**src/rtl/mmu_arbiter_pkg.sv**
```systemverilog
`default_nettype none
// ============================================================================
// Module   : mmu_arbiter_pkg
// Purpose  : Shared types and constants for the TLB access arbiter:
//            grant/serve state encoding, CP0 exception codes, and the
//            alignment helper used by the address checker.
// Revision : 1.0 - initial release
// ============================================================================
package mmu_arbiter_pkg;

  // Port served in the previous cycle (its ack is visible in this cycle).
  typedef enum logic [1:0] {
    SRV_IDLE = 2'd0,
    SRV_IF   = 2'd1,
    SRV_MEM  = 2'd2
  } srv_e;

  localparam logic [4:0] c_EXC_TLBL = 5'h02;
  localparam logic [4:0] c_EXC_TLBS = 5'h03;
  localparam logic [4:0] c_EXC_ADEL = 5'h04;
  localparam logic [4:0] c_EXC_ADES = 5'h05;

  localparam logic [1:0] c_SIZE_BYTE = 2'd0;
  localparam logic [1:0] c_SIZE_HALF = 2'd1;

  // Fetches are always word accesses; data size 3 is treated as a word.
  function automatic logic misaligned(input logic       is_mem,
                                      input logic [1:0] size,
                                      input logic [1:0] addr_lo);
    logic r;
    r = 1'b0;
    if (!is_mem) begin
      r = (addr_lo != 2'b00);
    end else if (size == c_SIZE_BYTE) begin
      r = 1'b0;
    end else if (size == c_SIZE_HALF) begin
      r = addr_lo[0];
    end else begin
      r = (addr_lo != 2'b00);
    end
    return r;
  endfunction

endpackage
`default_nettype wire

```
**src/rtl/mmu_arbiter_if.sv**
```systemverilog
`default_nettype none
// ============================================================================
// Module   : mmu_arbiter_if
// Purpose  : Bundles the fetch/memory translation handshakes and the TLB
//            lookup port of the arbiter.
//   slave  : arbiter view (requests and TLB result in, acks/results and
//            TLB vaddr out)
//   master : environment view (pipeline stages plus tlb_reg)
// Revision : 1.0 - initial release
// ============================================================================
interface mmu_arbiter_if;
  logic        user_mode_i;
  logic        if_req_i;
  logic [31:0] if_vaddr_i;
  logic        if_ack_o;
  logic [31:0] if_paddr_o;
  logic        if_exc_o;
  logic        mem_req_i;
  logic [31:0] mem_vaddr_i;
  logic        mem_we_i;
  logic [1:0]  mem_size_i;
  logic        mem_ack_o;
  logic [31:0] mem_paddr_o;
  logic        mem_exc_o;
  logic [4:0]  exccode_o;
  logic [31:0] badvaddr_o;
  logic [31:0] tlb_vaddr_o;
  logic        tlb_hit_i;
  logic [31:0] tlb_paddr_i;

  modport slave (
    input  user_mode_i, if_req_i, if_vaddr_i, mem_req_i, mem_vaddr_i,
           mem_we_i, mem_size_i, tlb_hit_i, tlb_paddr_i,
    output if_ack_o, if_paddr_o, if_exc_o, mem_ack_o, mem_paddr_o,
           mem_exc_o, exccode_o, badvaddr_o, tlb_vaddr_o
  );

  modport master (
    output user_mode_i, if_req_i, if_vaddr_i, mem_req_i, mem_vaddr_i,
           mem_we_i, mem_size_i, tlb_hit_i, tlb_paddr_i,
    input  if_ack_o, if_paddr_o, if_exc_o, mem_ack_o, mem_paddr_o,
           mem_exc_o, exccode_o, badvaddr_o, tlb_vaddr_o
  );
endinterface
`default_nettype wire

```
**src/rtl/mmu_arbiter_addr_check.sv**
```systemverilog
`default_nettype none
// ============================================================================
// Module   : mmu_addr_check
// Purpose  : Combinational alignment / privilege / segment checker for the
//            granted address.
//   i_is_mem      : 1 = data access, 0 = fetch
//   i_we          : store (ignored for fetch)
//   i_size        : data access size
//   i_vaddr_hi    : vaddr[31:30]
//   i_vaddr_lo    : vaddr[1:0]
//   i_user_mode   : user mode
//   i_tlb_hit     : TLB lookup hit for this address
//   o_exc         : exception raised
//   o_exccode     : exception code (0 when no exception)
//   o_unmapped    : address is in kseg0/kseg1 (TLB bypassed)
// Revision : 1.0 - initial release
// ============================================================================
module mmu_addr_check
  import mmu_arbiter_pkg::*;
(
  input  wire logic       i_is_mem,
  input  wire logic       i_we,
  input  wire logic [1:0] i_size,
  input  wire logic [1:0] i_vaddr_hi,
  input  wire logic [1:0] i_vaddr_lo,
  input  wire logic       i_user_mode,
  input  wire logic       i_tlb_hit,
  output logic            o_exc,
  output logic [4:0]      o_exccode,
  output logic            o_unmapped
);

  logic w_store;
  logic w_addr_err;

  assign w_store    = i_is_mem & i_we;
  // Alignment and privilege share the same exception codes, so they merge.
  assign w_addr_err = misaligned(i_is_mem, i_size, i_vaddr_lo) |
                      (i_user_mode & i_vaddr_hi[1]);
  assign o_unmapped = (i_vaddr_hi == 2'b10);

  always_comb begin
    o_exc     = 1'b0;
    o_exccode = 5'd0;
    if (w_addr_err) begin
      o_exc     = 1'b1;
      o_exccode = w_store ? c_EXC_ADES : c_EXC_ADEL;
    end else if (!o_unmapped && !i_tlb_hit) begin
      o_exc     = 1'b1;
      o_exccode = w_store ? c_EXC_TLBS : c_EXC_TLBL;
    end
  end

endmodule
`default_nettype wire

```
**src/rtl/mmu_arbiter.sv**
```systemverilog
`default_nettype none
// ============================================================================
// Module   : mmu_arbiter
// Purpose  : Single-port TLB arbiter and translation stage. Grants the TLB
//            lookup to MEM or IF each cycle, checks the granted address and
//            returns a one-cycle ack with paddr or exception info.
//   clk, rst : clock, synchronous active-high reset
//   bus      : mmu_arbiter_if.slave (requests, acks, results, TLB port)
// Revision : 1.0 - initial release
// ============================================================================
module mmu_arbiter
  import mmu_arbiter_pkg::*;
(
  input  wire logic     clk,
  input  wire logic     rst,
  mmu_arbiter_if.slave  bus
);

  srv_e        r_srv;
  logic [31:0] r_paddr;
  logic        r_exc;
  logic [4:0]  r_exccode;
  logic [31:0] r_badvaddr;

  srv_e        w_grant;
  logic        w_if_acked;
  logic        w_mem_acked;
  logic        w_if_elig;
  logic        w_mem_elig;
  logic        w_is_mem;
  logic [31:0] w_vaddr;
  logic        w_exc;
  logic [4:0]  w_exccode;
  logic        w_unmapped;
  logic [31:0] w_paddr;
  logic        w_if_ack;
  logic        w_mem_ack;

  assign w_if_acked  = (r_srv == SRV_IF);
  assign w_mem_acked = (r_srv == SRV_MEM);

  // A port acked this cycle is not re-served; this also gives IF a turn at
  // least every second cycle while MEM is busy.
  assign w_if_elig  = bus.if_req_i  & ~w_if_acked;
  assign w_mem_elig = bus.mem_req_i & ~w_mem_acked;

  always_comb begin
    w_grant = SRV_IDLE;
    if (w_mem_elig) begin
      w_grant = SRV_MEM;
    end else if (w_if_elig) begin
      w_grant = SRV_IF;
    end
  end

  assign w_is_mem        = (w_grant == SRV_MEM);
  assign w_vaddr         = w_is_mem ? bus.mem_vaddr_i : bus.if_vaddr_i;
  assign bus.tlb_vaddr_o = w_vaddr;

  mmu_addr_check u_check (
    .i_is_mem    (w_is_mem),
    .i_we        (bus.mem_we_i),
    .i_size      (bus.mem_size_i),
    .i_vaddr_hi  (w_vaddr[31:30]),
    .i_vaddr_lo  (w_vaddr[1:0]),
    .i_user_mode (bus.user_mode_i),
    .i_tlb_hit   (bus.tlb_hit_i),
    .o_exc       (w_exc),
    .o_exccode   (w_exccode),
    .o_unmapped  (w_unmapped)
  );

  assign w_paddr = w_exc      ? 32'd0 :
                   w_unmapped ? {3'b000, w_vaddr[28:0]} :
                                bus.tlb_paddr_i;

  // Result registers stay zero in cycles without a grant, so the shared
  // exccode/badvaddr outputs read 0 whenever nothing is acked.
  always_ff @(posedge clk) begin
    if (rst) begin
      r_srv      <= SRV_IDLE;
      r_paddr    <= 32'd0;
      r_exc      <= 1'b0;
      r_exccode  <= 5'd0;
      r_badvaddr <= 32'd0;
    end else begin
      r_srv <= w_grant;
      if (w_grant != SRV_IDLE) begin
        r_paddr    <= w_paddr;
        r_exc      <= w_exc;
        r_exccode  <= w_exccode;
        r_badvaddr <= w_exc ? w_vaddr : 32'd0;
      end else begin
        r_paddr    <= 32'd0;
        r_exc      <= 1'b0;
        r_exccode  <= 5'd0;
        r_badvaddr <= 32'd0;
      end
    end
  end

  // Outputs are masked while rst is high so that an ack already registered
  // before reset arrived is discarded in the reset cycle itself.
  assign w_if_ack  = w_if_acked  & ~rst;
  assign w_mem_ack = w_mem_acked & ~rst;

  assign bus.if_ack_o    = w_if_ack;
  assign bus.if_paddr_o  = w_if_ack ? r_paddr : 32'd0;
  assign bus.if_exc_o    = w_if_ack & r_exc;
  assign bus.mem_ack_o   = w_mem_ack;
  assign bus.mem_paddr_o = w_mem_ack ? r_paddr : 32'd0;
  assign bus.mem_exc_o   = w_mem_ack & r_exc;
  assign bus.exccode_o   = rst ? 5'd0  : r_exccode;
  assign bus.badvaddr_o  = rst ? 32'd0 : r_badvaddr;

endmodule
`default_nettype wire
```
**src/flat_wrapper.sv**
```systemverilog
// flat-port wrapper written by rule: the top's interface ports become plain ports
module mmu_arbiter_flat import mmu_arbiter_pkg::*;
  (clk, rst, bus_user_mode_i, bus_if_req_i, bus_if_vaddr_i, bus_mem_req_i, bus_mem_vaddr_i, bus_mem_we_i, bus_mem_size_i, bus_tlb_hit_i, bus_tlb_paddr_i, bus_if_ack_o, bus_if_paddr_o, bus_if_exc_o, bus_mem_ack_o, bus_mem_paddr_o, bus_mem_exc_o, bus_exccode_o, bus_badvaddr_o, bus_tlb_vaddr_o);
  mmu_arbiter_if bus_i ();
  input  wire logic clk;
  input  wire logic rst;
  input wire logic [$bits(bus_i.user_mode_i)-1:0] bus_user_mode_i;
  input wire logic [$bits(bus_i.if_req_i)-1:0] bus_if_req_i;
  input wire logic [$bits(bus_i.if_vaddr_i)-1:0] bus_if_vaddr_i;
  input wire logic [$bits(bus_i.mem_req_i)-1:0] bus_mem_req_i;
  input wire logic [$bits(bus_i.mem_vaddr_i)-1:0] bus_mem_vaddr_i;
  input wire logic [$bits(bus_i.mem_we_i)-1:0] bus_mem_we_i;
  input wire logic [$bits(bus_i.mem_size_i)-1:0] bus_mem_size_i;
  input wire logic [$bits(bus_i.tlb_hit_i)-1:0] bus_tlb_hit_i;
  input wire logic [$bits(bus_i.tlb_paddr_i)-1:0] bus_tlb_paddr_i;
  output wire logic [$bits(bus_i.if_ack_o)-1:0] bus_if_ack_o;
  output wire logic [$bits(bus_i.if_paddr_o)-1:0] bus_if_paddr_o;
  output wire logic [$bits(bus_i.if_exc_o)-1:0] bus_if_exc_o;
  output wire logic [$bits(bus_i.mem_ack_o)-1:0] bus_mem_ack_o;
  output wire logic [$bits(bus_i.mem_paddr_o)-1:0] bus_mem_paddr_o;
  output wire logic [$bits(bus_i.mem_exc_o)-1:0] bus_mem_exc_o;
  output wire logic [$bits(bus_i.exccode_o)-1:0] bus_exccode_o;
  output wire logic [$bits(bus_i.badvaddr_o)-1:0] bus_badvaddr_o;
  output wire logic [$bits(bus_i.tlb_vaddr_o)-1:0] bus_tlb_vaddr_o;
  assign bus_i.user_mode_i = bus_user_mode_i;
  assign bus_i.if_req_i = bus_if_req_i;
  assign bus_i.if_vaddr_i = bus_if_vaddr_i;
  assign bus_i.mem_req_i = bus_mem_req_i;
  assign bus_i.mem_vaddr_i = bus_mem_vaddr_i;
  assign bus_i.mem_we_i = bus_mem_we_i;
  assign bus_i.mem_size_i = bus_mem_size_i;
  assign bus_i.tlb_hit_i = bus_tlb_hit_i;
  assign bus_i.tlb_paddr_i = bus_tlb_paddr_i;
  assign bus_if_ack_o = bus_i.if_ack_o;
  assign bus_if_paddr_o = bus_i.if_paddr_o;
  assign bus_if_exc_o = bus_i.if_exc_o;
  assign bus_mem_ack_o = bus_i.mem_ack_o;
  assign bus_mem_paddr_o = bus_i.mem_paddr_o;
  assign bus_mem_exc_o = bus_i.mem_exc_o;
  assign bus_exccode_o = bus_i.exccode_o;
  assign bus_badvaddr_o = bus_i.badvaddr_o;
  assign bus_tlb_vaddr_o = bus_i.tlb_vaddr_o;
  mmu_arbiter u_core (.clk(clk), .rst(rst), .bus(bus_i));
endmodule
```
**config.mk**
```make
export PLATFORM = sky130hd
export DESIGN_NAME = mmu_arbiter_flat
export DESIGN_NICKNAME = d
export VERILOG_FILES = /design/src/rtl/mmu_arbiter_pkg.sv /design/src/rtl/mmu_arbiter_if.sv /design/src/rtl/mmu_arbiter_addr_check.sv /design/src/rtl/mmu_arbiter.sv /design/src/flat_wrapper.sv
export SDC_FILE = /design/constraint.sdc
export NUM_CORES = 1
export LEC_CHECK = 0
export ABC_AREA = 1
export ABC_CLOCK_PERIOD_IN_PS = 1500
export BUFFER_PORTS_ARGS = -buffer_cell sky130_fd_sc_hd__buf_4
export CAP_MARGIN = 0
export CORE_ASPECT_RATIO = 1.5
export CORE_MARGIN = 2
export CORE_UTILIZATION = 43
export CTS_BUF_LIST = sky130_fd_sc_hd__clkbuf_4
export DETAILED_ROUTE_END_ITERATION = 6
export PLACE_DENSITY_LB_ADDON = 0.05
export SYNTH_ARGS = -nofsm -noshare
export SYNTH_HDL_FRONTEND = slang
export SYNTH_SLANG_ARGS = --single-unit
export TNS_END_PERCENT = 20
```
**constraint.sdc**
```tcl
create_clock -name clk -period 1.5 [get_ports clk]
set_input_delay 0.075 -clock clk [delete_from_list [all_inputs] [get_ports clk]]
set_output_delay 0.075 -clock clk [all_outputs]
set_load 0.05 [all_outputs]
```
# Yosys cells after proc, flatten, opt, wreduce, memory -nomap -nowiden
# Cells that the tools add are included.
# word_totals
regBits	72
inputBits	105
output_inout_bits	137
elab_cells	52
# classes
eq_ne	5
n_mux	17
n_bitwise	14
n_reduce_logical	10
# op_table
operator	count
$mux W32	4
$mux W29	1
$and A1 B1 Y1	8
$mux W1	8
$eq A2 B2 Y1 const B	3
$reduce_or A3 Y1	2
$mux W5	1
$not A1 Y1	5
$eq A2 B1 Y1 const B	2
$mux W2	2
$reduce_bool A2 Y1	2
$reduce_or A4 Y1	1
$mux W3	1
$logic_not A1 Y1	2
$logic_not A2 Y1	1
$reduce_or A2 Y1	1
$logic_and A1 B1 Y1	1
$or A1 B1 Y1	1

# Logic depth before layout (Yosys ltp)
# logic_depth
ltp_word	15
ltp_mapped	12
mapped_depth_nobuf	10

# Modules after synthesis
# A second synthesis with hierarchy kept.
# hier_totals
hier_cells	591
area_unflattened_um2	3743.6
# by_module_without_submodules
mod	instances	cells_each	area_each_um2	seq_area_each_um2
mmu_arbiter	1	565	3623.5	1441.4
mmu_addr_check	1	26	120.1	0.0

# Worst setup path before layout
# Ideal clock, no wire load.
# synth_timing
path_type	flip-flop to output port
startpoint	register u_core.r_srv[0]
endpoint	output port bus_if_paddr_o[10]
t_arrival_ps	2430
required_ps	1425
path_slack_ps	-1005
path_stages_with_launch	7
path_buffers	1
cell_sequence	dfxtp_1 > inv_1 > or2_2 > nor2_1 > inv_1 > buf_1 > nor2_1
# synth_via
elab_chain_len	3
# synth_lines
element	line_no	text
start: declaration	mmu_arbiter.sv:19	srv_e r_srv;
start signal: assignment	mmu_arbiter.sv:87	r_srv <= w_grant;
$eq A2 B1 Y1	mmu_arbiter.sv:39	assign w_if_acked = (r_srv == SRV_IF);
$and A1 B1 Y1	mmu_arbiter.sv:104	assign w_if_ack = w_if_acked & ~rst;
net bus_if_ack_o	flat_wrapper.sv:16	output wire logic [$bits(bus_i.if_ack_o)-1:0] bus_if_ack_o;
$mux W32	mmu_arbiter.sv:108	assign bus.if_paddr_o = w_if_ack ? r_paddr : 32'd0;
end: declaration	flat_wrapper.sv:17	output wire logic [$bits(bus_i.if_paddr_o)-1:0] bus_if_paddr_o;
# The timed path passes the listed nets, and every way through them passes these cells.

# Final worst setup path
# layout_timing
startpoint	register u_core.r_srv[0]
endpoint	register u_core.r_paddr[31]
# layout_via
elab_chain_len	14
elab_cells_between_ends	24
cone_classes	eq/ne: 4; mux: 8; bitwise: 7; reduce/logical: 5
# layout_lines
element	line_no	text
$eq A2 B1 Y1	mmu_arbiter.sv:39	
$not A1 Y1	mmu_arbiter.sv:44	assign w_if_elig = bus.if_req_i & ~w_if_acked;
$and A1 B1 Y1	mmu_arbiter.sv:44	
$mux W1	mmu_arbiter.sv:51	end else if (w_if_elig) begin
$mux W2 *	mmu_arbiter.sv:49	if (w_mem_elig) begin
$eq A2 B2 Y1	mmu_arbiter.sv:56	assign w_is_mem = (w_grant == SRV_MEM);
$mux W32	mmu_arbiter.sv:57	assign w_vaddr = w_is_mem ? bus.mem_vaddr_i : bus.if_vaddr_i;
$reduce_bool A2 Y1	mmu_arbiter_pkg.sv:33, mmu_arbiter_pkg.sv:39	
$mux W1	mmu_arbiter_pkg.sv:36	end else if (size == c_SIZE_HALF) begin
$mux W1	mmu_arbiter_pkg.sv:34	end else if (size == c_SIZE_BYTE) begin
$mux W1	mmu_arbiter_pkg.sv:32	if (!is_mem) begin
$or A1 B1 Y1	mmu_arbiter_addr_check.sv:38	assign w_addr_err = misaligned(i_is_mem, i_size, i_vaddr_lo) |
$mux W1	mmu_arbiter_addr_check.sv:45	if (w_addr_err) begin
$reduce_or A4 Y1 (no line) *	-	
end signal: assignment	mmu_arbiter.sv:89	r_paddr <= w_paddr;
end: declaration	mmu_arbiter.sv:20	logic [31:0] r_paddr;
# Mark *: on every way between the ends. The rest lies on a longest branch, timed or not.
# A chain may end at the register's enable or synchronous reset.

==> metrics.yaml <==
floorplan:
  rows: 40
  die_y_um: 115.5
  ios: 242
  start_util_pct: 44.47
  die_area_um2: 9040
  core_um2: 8008
  die_w_um: 78.30
final_layout:
  multi_input_area_um2: 2088
  nFillCells: 230
  final_util_pct: 94.64
  nNetsFinal: 1011
  syn_to_final_growth_pct: 112.8
  layout.cells.non_filler: 1016
  drive_gt1_share_pct: 48.24
  ff_latch_area_um2: 1404
synthesis:
  synth_warnings: 0
  synthAdderAreaFrac_pct: 0
  yosysSeqAreaShare_pct: 39.35
  netlist_instances: 596
  synth.cell_area_um2: 3561
  synth_area_per_cell_um2: 5.975
  synthMuxAreaShare_pct: 0
  synth-xor-area-share_pct: 0
  synth_cell_type_count: 21
  ys_seq_elements: 70
  synth-compound-area-share_pct: 4.919
  synth_top_family_by_area: "simple AND/OR/NAND/NOR gates"
  synthSimpleGateAreaFrac_pct: 35.59
sta:
  setup_ws_ps: -510.3
  hold_viol: 0
  min_period_over_period_pct: 134.0
  finClkSkew_ps: 47.30
  finalMaxSlewViolations: 0
  max_freq_mhz: 497.4
  rsz0062_at_grt: "yes"
  setup_viol: 168
  fin_crit_ps: 2010
placed_design:
  dp_hpwl_um: 9849
  dp_cells: 934
  portBuffers: 239
  gp_congestion: 0.8836
critical_path:
  crit_path_max_incr_delay_ps: 370
  cp_data_required_time_ps: 1860
  cpMaxStageDelayCell: "dfxtp_2"
  end_kind: "flip-flop"
  endpoint: "u_core.r_paddr[31]"
  ff2ff_path_depth: 10
  crit_fanout: 13
  crit_family: "simple AND/OR/NAND/NOR gates"
  critPathBufInv: 4
  regToRegEndpoint: "u_core.r_paddr[31]"
  start_kind: "flip-flop"
  rr_startpoint: "u_core.r_srv[0]"
  cp-startpoint: "u_core.r_srv[0]"
  worst-r2r-setup-slack_ps: -510
  cp_cell_sequence: "inv_2 > nand2_4 > buf_4 > buf_4 > nand3b_1 > nand2_2 > nand2_4 > buf_6 > nand3_1 > nor2_1"
  critical_path_class: "flip-flop to flip-flop"
  crit_cells: 10
  cp.arrival_ps: 2370
clocking:
  ctsHtreeMaxLevel: 3
  cts_tree: "yes"
  insertion_delay_ps: 480
  numCtsBuffers: 9
  clkTransAtPathRegs_ps: 160
  clkSinkCount: 70
  clk_path_buf_depth: 2
  clockRootBuffer: "clkbuf_4"
power:
  intPower_w: 0.003236
  p_seq_share_pct: 37.0
  peakVddDrop_uv: 704.6
  p_comb_share_pct: 39.7
  power_density_nw_per_um2: 710.9
  power_w: 0.005388
  swShare_pct: 39.93
  p_leak_nw: 3.665
  p_clk_share_pct: 23.2
  power_switching_w: 0.002151
global_route:
  grt_max_degree: 29
  grt_overflow: 0
  grt_first_pass_wirelength_um: 26650
  antenna_found_initial: 1
  grt_pass1_vias: 5426
  grt_usage_pct: 38.56
outcome:
  outcome: "finished, violations left"
  failed_checks: "negative setup slack"
min_path:
  worstHoldStart: "bus_if_vaddr_i[3]"
  min-delay-path-class: "input port to flip-flop"
drt:
  dr_total_vias: 5682
  drt-initial-drc-count: 712
  wl_per_cell_um: 21.50
  viasPerCell: 5.593
  drt_pass1_iterations: 6
  wl_um: 21850
  ant_nets: 0
  drc: 0
job:
  drv_cap: 0
==> per-stage QoR <==
step,area [um2],TNS [ps],hold slack (ps),setup slack [ps]
floorplan,4143,-12760,187.2,-142.7
global placement,6130,-124.9,293.2,-39.16
detailed placement,6130,-3973,300.1,-101.6
CTS,7400,-26450,0.1101,-326.7
global route,7579,-64020,4.652,-520.6
finish,7579,-62740,6.733,-510.3
==> sequential cells by signal (all words and copies together) (netlist names) <==
name	flops
u_core.r_paddr	32
u_core.r_exc	1
u_core.r_exccode	3
u_core.r_srv	2
u_core.r_badvaddr	32
==> cell usage in the layout, fill, tap and decap left out, drive strengths merged <==
master / n
a21oi: 2
buf: 282
bufinv: 1
clkbuf: 10
clkinv: 6
conb: 2
dfxtp: 70
diode: 1
dlygate4sd3: 45
inv: 145
nand2: 133
nand3: 6
nand3b: 3
nor2: 171
nor3: 1
o21ai: 30
or2: 3
==> Yosys cell counts <==
| master | instances | area, um2 |
|---|---|---|
| nor2_1 | 161 | 604.3 |
| inv_1 | 146 | 548.0 |
| nand2_1 | 126 | 473.0 |
| dfxtp_1 | 70 | 1401 |
| o21ai_0 | 30 | 150.1 |
| nor2_2 | 10 | 62.56 |
| buf_2 | 9 | 45.04 |
| clkbuf_1 | 7 | 26.28 |
| buf_1 | 6 | 22.52 |
| nand2_2 | 6 | 37.54 |
| nand3_1 | 6 | 30.03 |
| buf_4 | 5 | 37.54 |
| buf_6 | 3 | 33.78 |
| nand3b_1 | 3 | 22.52 |
| or2_2 | 2 | 12.51 |
| a21oi_2 | 1 | 8.760 |
| a21oi_4 | 1 | 16.27 |
| conb_1 | 1 | 3.750 |
| nand2_4 | 1 | 11.26 |
| nor3_1 | 1 | 5.000 |
| or2_4 | 1 | 8.760 |
==> power groups by stage <==
stage               Combinational, W  Clock [W]  Sequential [W]
detailed placement           0.00162          0         0.00201
global route                 0.00220    0.00130         0.00199
finish                       0.00214    0.00125         0.00199
floorplan                    0.00104          0         0.00200
CTS                          0.00190    0.00114         0.00197
global placement             0.00160          0         0.00201
==> routing by layer <==
| layer | up-vias | track usage [%] | wire length [um] |
|---|---|---|---|
| met5 | - | 0 | 0 |
| met4 | 0 | 27.49 | 2153 |
| met3 | 194 | 7.243 | 2202 |
| met2 | 581 | 70.63 | 10950 |
| met1 | 2622 | 38.96 | 6537 |
| li1 | 2285 | - | - |
==> layout make-up <==
cell class | count | share of cell area, %
diodes | 1 | 0.03302
well taps | 105 | 1.734
clock inverters | 6 | 0.7099
clock buffers | 9 | 0.8915
inverters | 146 | 7.396
multi-input cells | 351 | 27.55
repair buffers | 328 | 43.16
flip-flops and latches | 70 | 18.52
==> worst min-delay path, stage by stage <==
cell and delay [ps]:
buf_4 80, nand2_1 60, nand2_2 80, inv_1 60, nor2_1 90
==> cells by family (layout without fill, tap and decap cells) <==
group                  after synthesis  in the layout
AND/OR/NAND/NOR                    317            317
other                                1              3
AO/OA/AOI/OAI                       32             32
flip-flops                          70             70
buffers and inverters              176            489
==> worst min-delay path by stage <==
stage / end / slack (ps) / cells past startpoint
after floorplan: u_core.r_paddr[29] / 190 / 2
after global routing: u_core.r_paddr[8] / 5 / 5
after CTS: u_core.r_badvaddr[16] / 0.1 / 5
final: u_core.r_badvaddr[3] / 7 / 5
after global placement: u_core.r_paddr[29] / 290 / 3
after detailed placement: u_core.r_paddr[31] / 300 / 3
==> what timing repair did <==
item	CTS	global route
setup buffers	13	3
hold buffers	45	0
gates resized for setup	146	38
gates cloned	4	1
setup endpoints to repair	165	168
pin swaps	10	17
hold endpoints to repair	39	0
(Power assumes the default switching activity.)
